### src/rtl/branch_cond_unit_pkg.sv
// -----------------------------------------------------------------------------
// branch_cond_unit_pkg
//   Shared constants for the branch condition unit: default data width,
//   LEGv8 condition-code encodings, branch-kind encodings, decision-slot
//   state encodings and the packed NZCV flag layout.
// -----------------------------------------------------------------------------
package branch_cond_unit_pkg;

   // Default data / target address width.
   localparam int WORD_DEFAULT = 64;

   // LEGv8 B.cond condition codes.
   typedef enum logic [3:0] {
      COND_EQ = 4'd0,
      COND_NE = 4'd1,
      COND_HS = 4'd2,
      COND_LO = 4'd3,
      COND_MI = 4'd4,
      COND_PL = 4'd5,
      COND_VS = 4'd6,
      COND_VC = 4'd7,
      COND_HI = 4'd8,
      COND_LS = 4'd9,
      COND_GE = 4'd10,
      COND_LT = 4'd11,
      COND_GT = 4'd12,
      COND_LE = 4'd13,
      COND_AL = 4'd14,
      COND_NV = 4'd15
   } cond_e;

   // Branch kinds carried on br_kind.
   typedef enum logic [1:0] {
      KIND_BCOND = 2'b00,
      KIND_CBZ   = 2'b01,
      KIND_CBNZ  = 2'b10,
      KIND_B     = 2'b11
   } kind_e;

   // Decision-slot states; plain constants keep the encoding visible to
   // legacy tools and waveform viewers.
   localparam logic [0:0] ST_EMPTY = 1'b0;
   localparam logic [0:0] ST_FULL  = 1'b1;

   // Flag layout: bit 3 = N, bit 2 = Z, bit 1 = C, bit 0 = V.
   typedef struct packed {
      logic n;
      logic z;
      logic c;
      logic v;
   } nzcv_t;

   // Assemble the ALU status bits into the architectural flag order.
   function automatic nzcv_t pack_nzcv(input logic n, input logic z,
                                       input logic c, input logic v);
      nzcv_t f;
      f.n = n;
      f.z = z;
      f.c = c;
      f.v = v;
      return f;
   endfunction

endpackage : branch_cond_unit_pkg

### src/rtl/branch_cond_unit_cond_eval.sv
// -----------------------------------------------------------------------------
// branch_cond_unit_cond_eval
//   Purely combinational LEGv8 condition evaluator.
//   Ports:
//     flags  in  nzcv_t  N,Z,C,V flags to test
//     cond   in  cond_e  condition code
//     taken  out 1       condition holds
// -----------------------------------------------------------------------------
module branch_cond_unit_cond_eval
   import branch_cond_unit_pkg::*;
(
   input  nzcv_t flags,
   input  cond_e cond,
   output logic  taken
);

   logic n_eq_v;

   assign n_eq_v = (flags.n == flags.v);

   always_comb begin
      // NOTE: default assignment first so no path through the case leaves
      // taken unassigned, which would otherwise infer a latch.
      taken = 1'b0;
      case (cond)
         COND_EQ: taken =  flags.z;
         COND_NE: taken = ~flags.z;
         COND_HS: taken =  flags.c;
         COND_LO: taken = ~flags.c;
         COND_MI: taken =  flags.n;
         COND_PL: taken = ~flags.n;
         COND_VS: taken =  flags.v;
         COND_VC: taken = ~flags.v;
         COND_HI: taken =  flags.c & ~flags.z;
         COND_LS: taken = ~flags.c |  flags.z;
         COND_GE: taken =  n_eq_v;
         COND_LT: taken = ~n_eq_v;
         COND_GT: taken = ~flags.z &  n_eq_v;
         COND_LE: taken =  flags.z | ~n_eq_v;
         COND_AL: taken = 1'b1;
         COND_NV: taken = 1'b1;   // NV behaves as "always" in LEGv8
         default: taken = 1'b0;
      endcase
   end

endmodule : branch_cond_unit_cond_eval

### src/rtl/branch_cond_unit.sv
// -----------------------------------------------------------------------------
// branch_cond_unit
//   Holds the NZCV flag register, resolves branch requests (B.cond, CBZ,
//   CBNZ, B) and presents the decision to fetch through a one-entry
//   valid/ready slot. Latency request->decision is one cycle; a consumed
//   slot can be refilled on the same edge (no bubble).
//
//   Ports:
//     clk, rst_n        clock, asynchronous active-low reset
//     alu_*             ALU status of the current result
//     flag_we           set-flags instruction commits this cycle
//     br_valid/br_ready branch request handshake
//     br_kind           00 B.cond, 01 CBZ, 10 CBNZ, 11 B
//     br_cond           condition code (B.cond only)
//     br_operand_zero   tested register is zero (CBZ/CBNZ only)
//     br_target         branch target
//     dec_valid/ready   decision handshake to fetch
//     dec_taken         decision: branch taken
//     dec_target        registered target
//     flags             registered {N,Z,C,V}
//
//   Configuration macro:
//     BRANCH_FLAG_FORWARD_EN  when defined, a B.cond accepted in the same
//                             cycle as flag_we evaluates against the
//                             incoming ALU flags instead of the registered
//                             ones.
// -----------------------------------------------------------------------------
module branch_cond_unit
   import branch_cond_unit_pkg::*;
#(
   parameter int WORD = WORD_DEFAULT
)
(
   input  logic            clk,
   input  logic            rst_n,
   input  logic            alu_zero,
   input  logic            alu_negative,
   input  logic            alu_carry,
   input  logic            alu_overflow,
   input  logic            flag_we,
   input  logic            br_valid,
   output logic            br_ready,
   input  logic [1:0]      br_kind,
   input  logic [3:0]      br_cond,
   input  logic            br_operand_zero,
   input  logic [WORD-1:0] br_target,
   output logic            dec_valid,
   input  logic            dec_ready,
   output logic            dec_taken,
   output logic [WORD-1:0] dec_target,
   output logic [3:0]      flags
);

   logic [0:0] state;
   nzcv_t      flags_q;
   nzcv_t      alu_flags;
   nzcv_t      eval_flags;
   logic       cond_taken;
   logic       req_taken;
   logic       accept;

   assign alu_flags = pack_nzcv(alu_negative, alu_zero, alu_carry, alu_overflow);

   // ---------------------------------------------------------------------------
   // Flag source for condition evaluation
   // ---------------------------------------------------------------------------
`ifdef BRANCH_FLAG_FORWARD_EN
   // Forward the flags being written this cycle so a dependent B.cond sees
   // them without waiting for the register update.
   assign eval_flags = flag_we ? alu_flags : flags_q;
`else
   assign eval_flags = flags_q;
`endif

   branch_cond_unit_cond_eval u_cond_eval (
      .flags (eval_flags),
      .cond  (cond_e'(br_cond)),
      .taken (cond_taken)
   );

   always_comb begin
      req_taken = 1'b0;
      case (kind_e'(br_kind))
         KIND_BCOND: req_taken = cond_taken;
         KIND_CBZ:   req_taken =  br_operand_zero;
         KIND_CBNZ:  req_taken = ~br_operand_zero;
         KIND_B:     req_taken = 1'b1;
         default:    req_taken = 1'b0;
      endcase
   end

   // ---------------------------------------------------------------------------
   // Handshake: slot can take a request when empty, or when fetch drains it
   // this same cycle. Nothing is accepted while reset is asserted.
   // ---------------------------------------------------------------------------
   assign br_ready = rst_n & ((state == ST_EMPTY) | dec_ready);
   assign accept   = br_valid & br_ready;

   // ---------------------------------------------------------------------------
   // Flag register
   // ---------------------------------------------------------------------------
   always_ff @(posedge clk or negedge rst_n) begin
      if (!rst_n) begin
         // NOTE: sequential state uses non-blocking assignments so every
         // register samples its inputs as they were before the edge.
         flags_q <= '0;
      end else if (flag_we) begin
         flags_q <= alu_flags;
      end
   end

   // ---------------------------------------------------------------------------
   // Decision slot
   // ---------------------------------------------------------------------------
   always_ff @(posedge clk or negedge rst_n) begin
      if (!rst_n) begin
         state      <= ST_EMPTY;
         dec_taken  <= 1'b0;
         // NOTE: the target is datapath, but it is reset anyway because the
         // decision outputs must read as zero whenever the slot is cleared.
         dec_target <= '0;
      end else begin
         if (accept) begin
            state      <= ST_FULL;
            dec_taken  <= req_taken;
            dec_target <= br_target;
         end else if ((state == ST_FULL) && dec_ready) begin
            state <= ST_EMPTY;
         end
         // FULL with dec_ready=0 holds everything: accept is low then.
      end
   end

   assign dec_valid = (state == ST_FULL);
   assign flags     = flags_q;

endmodule : branch_cond_unit

### config.mk
export PLATFORM = sky130hd
export DESIGN_NAME = branch_cond_unit
export DESIGN_NICKNAME = d
export VERILOG_FILES = /design/src/rtl/branch_cond_unit_pkg.sv /design/src/rtl/branch_cond_unit_cond_eval.sv /design/src/rtl/branch_cond_unit.sv
export SDC_FILE = /design/constraint.sdc
export NUM_CORES = 1
export LEC_CHECK = 0
export BUFFER_PORTS_ARGS = -buffer_cell sky130_fd_sc_hd__buf_2
export CORE_MARGIN = 1
export CORE_UTILIZATION = 51
export CTS_BUF_LIST = sky130_fd_sc_hd__clkbuf_2
export DETAILED_ROUTE_END_ITERATION = 8
export GPL_TIMING_DRIVEN = 0
export PLACE_DENSITY = 0.88
export SKIP_CTS_REPAIR_TIMING = 1
export SKIP_LAST_GASP = 1
export SLEW_MARGIN = 5
export SYNTH_ARGS = -nofsm -noshare
export SYNTH_HDL_FRONTEND = slang
export SYNTH_HIERARCHICAL = 1
export SYNTH_SLANG_ARGS = --single-unit
### constraint.sdc
create_clock -name clk -period 3.1 [get_ports clk]
set_input_delay 0.62 -clock clk [delete_from_list [all_inputs] [get_ports clk]]
set_output_delay 0.62 -clock clk [all_outputs]
set_load 0.02 [all_outputs]
==> results of run 1 <==
-- cell usage after synthesis, types with 2 or more instances --
master,n,share of area [%]
mux2_2,30,11
nor2b_1,3,0.63
nor2_1,3,0.38
mux2_4,39,20
nand2_1,3,0.38
dfrtp_1,70,58
buf_6,6,2.3
a21oi_1,3,0.50
buf_2,2,0.33
xnor2_1,3,0.88
and3b_1,2,0.58
-- power by group --
part	total, W	internal [W]	switching [W]
clock	0.000477	0.000180	0.000297
combinational	0.000757	0.000361	0.000396
sequential	0.00117	0.00108	0.0000965
-- layout by cell type, fill, tap and decap left out --
cell	instances
and3b_1	2
inv_2	1
bufinv_16	1
xnor2_1	3
clkinv_1	1
o22ai_1	1
clkinvlp_4	1
mux2_4	39
a22oi_2	1
and2b_1	1
nand2b_4	1
dfrtp_1	70
a21oi_1	3
or4_1	1
nand2_1	3
clkinv_2	2
buf_2	149
buf_4	2
nor2_1	3
and3_1	1
xor2_1	1
o21ai_0	1
a221o_2	1
nand2b_1	1
a22oi_1	1
a221o_1	1
a311oi_1	1
clkbuf_2	10
nand3_2	1
buf_6	6
mux2_2	30
nor2b_1	3
and2_1	1
o21ai_1	1
-- per-layer routing --
layer | wire [um] | global-route usage, % | part of all wire, %
met1 | 2490 | 25.2 | 40
met2 | 3130 | 35.8 | 50
met3 | 573 | 8.37 | 9.1
met4 | 71 | 7.78 | 1.1
met5 | 0 | 0 | 0
-- logic make-up (layout without fill, tap and decap cells) --
logic type / count (synthesis) / after routing
buffers and inverters: 10 / 173
muxes: 69 / 69
DFF: 70 / 70
and+or+nand+nor: 18 / 18
AOI/OAI and AO/OA: 11 / 11
xor gates and xnor gates: 4 / 4
-- layout make-up --
class | count | area [um2] | share of cell area (%)
clock buffer | 10 | 50.0 | 1.27
tap | 72 | 90.1 | 2.29
sequential | 70 | 1750 | 44.6
buffer | 9 | 85.1 | 2.16
multi-input combinational | 102 | 1160 | 29.4
inverter | 1 | 3.75 | 0.0955
clock inverter | 5 | 51.3 | 1.30
timing repair buffer | 148 | 743 | 18.9
-- stage by stage --
stage,hold slack (ns),utilization (%),std cells,power (W)
after floorplan,0.324,-,182,0.00166
after global placement,0.482,68.7,402,0.00192
after detailed placement,0.486,68.7,402,0.00195
after global routing,0.239,70.5,417,0.00253
final,0.241,70.5,417,0.00241
after CTS,0.208,70.5,417,0.00243
-- state kept, by name (all words and copies together) (netlist names) --
signal and count:
flags 4, dec_taken 1, dec_target 64, dec_valid 1
-- critical path, delay by kind of cell --
kind	cells	cell delay (ns)
buf+inv	2	0.83
simple gates	1	0.23
-- worst max-delay path by stage --
| stage | from | end | slack (ns) | depth (start not counted) |
|---|---|---|---|---|
| after floorplan | br_cond[2] | dec_taken | 1.06 | 8 |
| after global placement | rst_n | dec_target[50] | 0.21 | 5 |
| after detailed placement | rst_n | dec_target[28] | 0.72 | 5 |
| after CTS | rst_n | br_ready | 0.73 | 3 |
| after global routing | rst_n | br_ready | 0.62 | 3 |
| final | rst_n | br_ready | 0.77 | 3 |
==> impl_metrics.ini, run 1 <==
[sta]
fin_crit_ns = 2.33
rsz0062_at_grt = no
drv_slew = 0
final-hold-violation-count = 0
fmax_mhz = 429
tns_ns = 0
setup_ws_ns = 0.768
period_share_pct = 75.2
finalSetupViolations = 0
skew_ns = 0.0224
tightest_slew_ns = 0.877
relSlewSlack_pct = 41.5

[min_path]
hold_class = in -> async

[final_layout]
layout-drive-gt1-share_pct = 71.0
design_area_um2 = 3930
fill_cells = 396
insertedDiodeCount = 0
syn_to_final_growth_pct = 31.2
nNetsFinal = 421

[setup_path]
path_cells = buf_4, and2_1, buf_2
critPathMaxFanout = 72
start_kind = primary input
worst_ep_arrival_time_ns = 1.71
r2r_setup_slack_ns = 1.21
max_stage_delay_ns = 0.67
r2r_cells = 7
crit_slowest_cell = buf_4
cp.required_ns = 2.48
timing.rr.end = dec_taken
critPathKind = in -> out
reg2reg_from = flags[3]
worstSetupEndpointType = primary output

[logic_synthesis]
synthSimpleGateAreaFrac_pct = 3.88
yosys.area_share.xor_xnor_pct = 1.17
seq_area_frac_synth_pct = 58.5
synthCells = 182
syn-num-nets = 262
synth_edf_count = 0
yosys-mux-area-fraction_pct = 30.8
synth_flop_cell = dfrtp_1
synth_top_family_by_area = multiplexers
syn_area_um2 = 3000
synth.distinct_cells = 29
synth-compound-area-share_pct = 2.71
postSynth.asyncResetShare_pct = 100
yosys_warnings = 6
synth-seq-cells = 70
avgSynthCellArea_um2 = 16.5
synthAdderAreaFrac_pct = 0

[global_route]
grt_pass1_wl_um = 9850
grt_pass1_vias = 2079
overflow = 0
grt_max_degree = 73
track_usage_pct = 21.5
antenna_found_initial = 0

[detailed_routing]
wl_per_cell_um = 15.0
wirelength_um = 6270
drc = 0
dr.pass1.iters = 4
drt_iter0_drc = 68
vias = 2076
viasPerCell = 4.98
ant_nets = 0

[die]
core_region_area_um2 = 5570
num_rows = 27
die_w_um = 78.7
die_area_um2 = 6190
die_h_um = 78.7
io_pins = 151
initial_core_util_pct = 53.8

[cts]
clk_pin_slew_ns = 0.19
clk-insertion-delay-late_ns = 0.49
root_buffer = clkbuf_2
cts_tree = done
clk_path_buf_depth = 2
htree_levels = 3
cts_num_sinks = 70
cts_inserted_buffers = 9

[power_and_ir_drop]
p_leak_nw = 2.10
peakVddDrop_uv = 383
powerDensity_nw_per_um2 = 612

[placed_design]
globalplace.congestion = 0.714
dp_hpwl_um = 4730
dp_slack_ns = 0.716
io_buffers = 148
placed_cell_area_um2 = 3830

[flow_run]
maxCapViolCount = 0

[outcome]
status = complete, no violations
No activity file was read; power rests on OpenSTA's default activity.
==> run 2: changes to the inputs <==
CORE_UTILIZATION = 47   (was 51)
PLACE_DENSITY = 0.82   (was 0.88)
clock period = 2.21 ns   (was 3.1 ns; I/O delays follow)
==> impl_metrics.ini, run 2 (same netlist as run 1, synthesis figures left out) <==
[cts]
cts_num_sinks = 70
htree_levels = 3
clk_pin_slew_ns = 0.19
clk_path_buf_depth = 2
root_buffer = clkbuf_2
cts_inserted_buffers = 9
cts_tree = done
clk-insertion-delay-late_ns = 0.45

[power_and_ir_drop]
power.total_w = 0.00337
p_leak_nw = 2.10
powerDensity_nw_per_um2 = 856
peakVddDrop_uv = 504

[detailed_routing]
viasPerCell = 4.80
drc = 0
dr.pass1.iters = 4
wl_per_cell_um = 14.2
vias = 2021
drt_iter0_drc = 25
ant_nets = 0
wirelength_um = 5970

[die]
io_pins = 151
initial_core_util_pct = 49.7
core_region_area_um2 = 6030
die_h_um = 81.9
die_w_um = 81.9
die_area_um2 = 6700
num_rows = 28

[sta]
rsz0062_at_grt = no
fin_crit_ns = 1.95
skew_ns = 0.0105
final-hold-violation-count = 0
relSlewSlack_pct = 43.0
setup_ws_ns = 0.261
fmax_mhz = 513
finalSetupViolations = 0
period_share_pct = 88.2
tightest_slew_ns = 0.855
tns_ns = 0
drv_slew = 0

[setup_path]
r2r_cells = 6
critPathKind = in -> out
worst_ep_arrival_time_ns = 1.51
critPathMaxFanout = 72
path_depth = 3
cp.required_ns = 1.77
start_kind = primary input
reg2reg_from = flags[3]
path_buf_inv = 2
startpoint = rst_n
r2r_setup_slack_ns = 0.35
crit_slowest_cell = buf_4
cp_top_family = buffers and inverters
path_cells = buf_4, and2_1, buf_2
max_stage_delay_ns = 0.66
crit_path_end = br_ready
worstSetupEndpointType = primary output
timing.rr.end = dec_taken

[final_layout]
syn_to_final_growth_pct = 31.6
fin_util_pct = 65.4
insertedDiodeCount = 0
nNetsFinal = 421
layout-drive-gt1-share_pct = 70.8
fill_cells = 485
largest_register = dec_target
design_area_um2 = 3940
final_common_cell = buf_2
final_cell_mix = 149 x buf_2, 70 x dfrtp_1, 39 x mux2_4
largest_reg_flops = 64

[flow_run]
maxCapViolCount = 0

[global_route]
grt_pass1_wl_um = 9270
antenna_found_initial = 0
grt_pass1_vias = 2048
track_usage_pct = 18.7
overflow = 0
grt_max_degree = 73

[placed_design]
globalplace.congestion = 0.707
placed_cell_area_um2 = 3830
io_buffers = 148
dp_hpwl_um = 4550
dp_slack_ns = -0.0442

[outcome]
status = complete, no violations

[min_path]
hold_class = in -> async
-- run 2: changes by cell type in the layout (fill, tap and decap cells not counted), sizes merged --
cell and change:
clkinvlp +2, clkbuf -1
-- run 2: area by class of cell --
type                       instances  area, um2  share of cell area (%)
multi-input combinational        102       1160                    29.3
timing repair buffer             148        743                    18.8
clock inverter                     7       65.1                    1.65
buffer                             9       85.1                    2.16
inverter                           1       3.75                  0.0952
clock buffer                       9       45.0                    1.14
sequential                        70       1750                    44.4
tap                               75       93.8                    2.38
-- run 2: per-layer routing --
layer	track usage, %	routed length [um]
met5	0	0
met4	8.42	87
met3	5.22	502
met2	28.6	2750
met1	24.6	2640
-- run 2: stage by stage --
step                cells  hold WS, ns
floorplan             182        0.146
global placement      405        0.483
detailed placement    405        0.490
CTS                   421       0.0547
global route          421       0.0872
finish                421       0.0773
-- run 2: worst min path at each step --
stage | from | to | slack [ns] | depth (start not counted)
6_report | rst_n | dec_target[36] | 0.08 | 1
5_1_grt | rst_n | dec_target[36] | 0.09 | 1
4_1_cts | rst_n | dec_target[33] | 0.05 | 1
3_5_place_dp | dec_target[61] | dec_target[61] | 0.49 | 1
3_3_place_gp | dec_target[53] | dec_target[53] | 0.48 | 1
2_1_floorplan | rst_n | dec_taken | 0.15 | 0
-- run 2: power by group --
part | leakage, nW | switching, W | internal [W]
clock | 0.0590 | 0.000427 | 0.000251
combinational | 1.21 | 0.000552 | 0.000507
sequential | 0.823 | 0.000130 | 0.00151
total | 2.10 | 0.00111 | 0.00227
-- run 2: worst register-to-register path, stage by stage (launching register included) --
cell     delay, ns
dfrtp_1       0.52
o22ai_1       0.13
a221o_2       0.34
a21oi_1       0.14
o21ai_1       0.08
a221o_1       0.31
mux2_2        0.26
==> run 3: changes to the inputs <==
BUFFER_PORTS_ARGS = unset   (was -buffer_cell sky130_fd_sc_hd__buf_2)
CORE_UTILIZATION = 25   (was 47)
DONT_BUFFER_PORTS = 1   (was unset)
PLACE_DENSITY = unset   (was 0.82)
==> impl_metrics.ini, run 3 (same netlist as run 1, synthesis figures left out) <==
[global_route]
grt_pass1_wl_um = 8630
overflow = 0
antenna_found_initial = 0
grt_pass1_vias = 1652
track_usage_pct = 9.50
grt_max_degree = 73

[final_layout]
largest_register = dec_target
fill_cells = 1111
insertedDiodeCount = 0
final_common_cell = dlygate4sd3_1
nNetsFinal = 347
layout-drive-gt1-share_pct = 35.7
syn_to_final_growth_pct = 35.5
fin_util_pct = 35.1
largest_reg_flops = 64
final_cell_mix = 73 x dlygate4sd3_1, 70 x dfrtp_1, 39 x mux2_4

[die]
io_pins = 151
die_h_um = 111
core_region_area_um2 = 11600
initial_core_util_pct = 25.9
num_rows = 39
die_w_um = 111
die_area_um2 = 12400

[setup_path]
max_stage_delay_ns = 0.61
path_cells = o22ai_1, a221o_2, a21oi_1, o21ai_1, a221o_1, mux2_2
worstSetupEndpointType = register
start_kind = register
critPathMaxFanout = 8
cp.required_ns = 2.62
crit_slowest_cell = dfrtp_1
critPathKind = reg -> reg
worst_ep_arrival_time_ns = 2.42

[power_and_ir_drop]
power_frac_comb_pct = 16.8
clockPowerShare_pct = 23.8
switching_power_w = 0.00106
p_leak_nw = 1.85
p_sw_share_pct = 31.8
power_frac_seq_pct = 59.4
p_int_w = 0.00227
powerDensity_nw_per_um2 = 820
peakVddDrop_uv = 438

[detailed_routing]
ant_nets = 0
wl_per_cell_um = 15.4
viasPerCell = 4.33
drc = 10
wirelength_um = 6380
dr.pass1.iters = 7
drt_iter0_drc = 81
vias = 1797

[placed_design]
io_buffers = 0
globalplace.congestion = 0.680
dp_hpwl_um = 3980

[sta]
rsz0062_at_grt = no
period_share_pct = 90.9
tightest_slew_ns = 0.393
tns_ns = 0
fin_crit_ns = 2.01
drv_slew = 0
final-hold-violation-count = 0
finalSetupViolations = 0
fmax_mhz = 498
skew_ns = 0.0288
relSlewSlack_pct = 73.8

[outcome]
status = complete, but fails checks
violations = DRC

[cts]
cts_tree = done
clk-insertion-delay-late_ns = 0.52
clk_path_buf_depth = 2
cts_num_sinks = 70
clk_pin_slew_ns = 0.19
root_buffer = clkbuf_2
htree_levels = 3
cts_inserted_buffers = 9

[min_path]
hold_class = in -> reg

[flow_run]
maxCapViolCount = 0
==> run 3: cell count changes in the layout (fill, tap and decap cells not counted) <==
cell	delta
buf_16	+1
buf_2	-147
buf_4	-1
bufinv_16	+1
clkbuf_2	+1
clkinv_1	+1
clkinvlp_4	-3
dlygate4sd3_1	+73
==> run 3: worst paths after layout <==
check	endpoint	depth (start not counted)	from	slack [ns]
setup / recovery	dec_taken	6	flags[3]	0.20
max in group asynchronous	dec_target[63]	2	rst_n	1.45
min in group asynchronous	dec_target[53]	2	rst_n	0.44
hold reg to reg	dec_target[61]	1	dec_target[61]	0.69
setup reg to reg	dec_taken	6	flags[3]	0.20
hold / removal	dec_valid	2	dec_ready	0.08
==> run 3: critical path, delay by kind of cell, from the launching register on <==
family	cells	cell delay, ns
AOI/OAI and AO/OA	5	1.06
DFF	1	0.61
muxes	1	0.26
==> run 3: power by group through the flow <==
| stage | logic, W | registers (W) | clock network (W) |
|---|---|---|---|
| global placement | 0.000409 | 0.00200 | 0 |
| detailed placement | 0.000426 | 0.00200 | 0 |
| CTS | 0.000423 | 0.00198 | 0.000855 |
| floorplan | 0.000384 | 0.00194 | 0 |
| finish | 0.000558 | 0.00198 | 0.000794 |
| global route | 0.000607 | 0.00201 | 0.000905 |
==> run 3: area by class of cell <==
type / instances / area, um2 / share of cell area (%)
clock inverters: 6 / 76.3 / 1.88
plain buffers: 9 / 85.1 / 2.10
clock buffers: 10 / 50.0 / 1.23
inverters: 1 / 3.75 / 0.0925
repair buffers: 74 / 758 / 18.7
flip-flops and latches: 70 / 1750 / 43.1
well taps: 143 / 179 / 4.41
multi-input cells: 102 / 1160 / 28.5
==> run 3: metrics by stage <==
step | power [W] | hold WS, ns | instance area, um2 | std cells | setup WS [ns]
2_1_floorplan | 0.00233 | 0.146 | 3000 | 182 | 0.344
3_3_place_gp | 0.00241 | 0.148 | 3180 | 325 | 0.248
3_5_place_dp | 0.00242 | 0.148 | 3180 | 325 | 0.221
4_1_cts | 0.00326 | -0.526 | 3300 | 341 | 0.154
5_1_grt | 0.00352 | -0.000318 | 4060 | 415 | 0.113
6_report | 0.00333 | 0.0792 | 4060 | 415 | 0.201
==> run 3: routing by layer <==
metal / track usage, % / up-vias / routed length (um)
met1: 9.60 / 870 / 2380
met2: 14.3 / 100 / 3110
met5: 0 / - / 0
met3: 6.31 / 13 / 742
met4: 6.22 / 0 / 148
li1: - / 814 / -
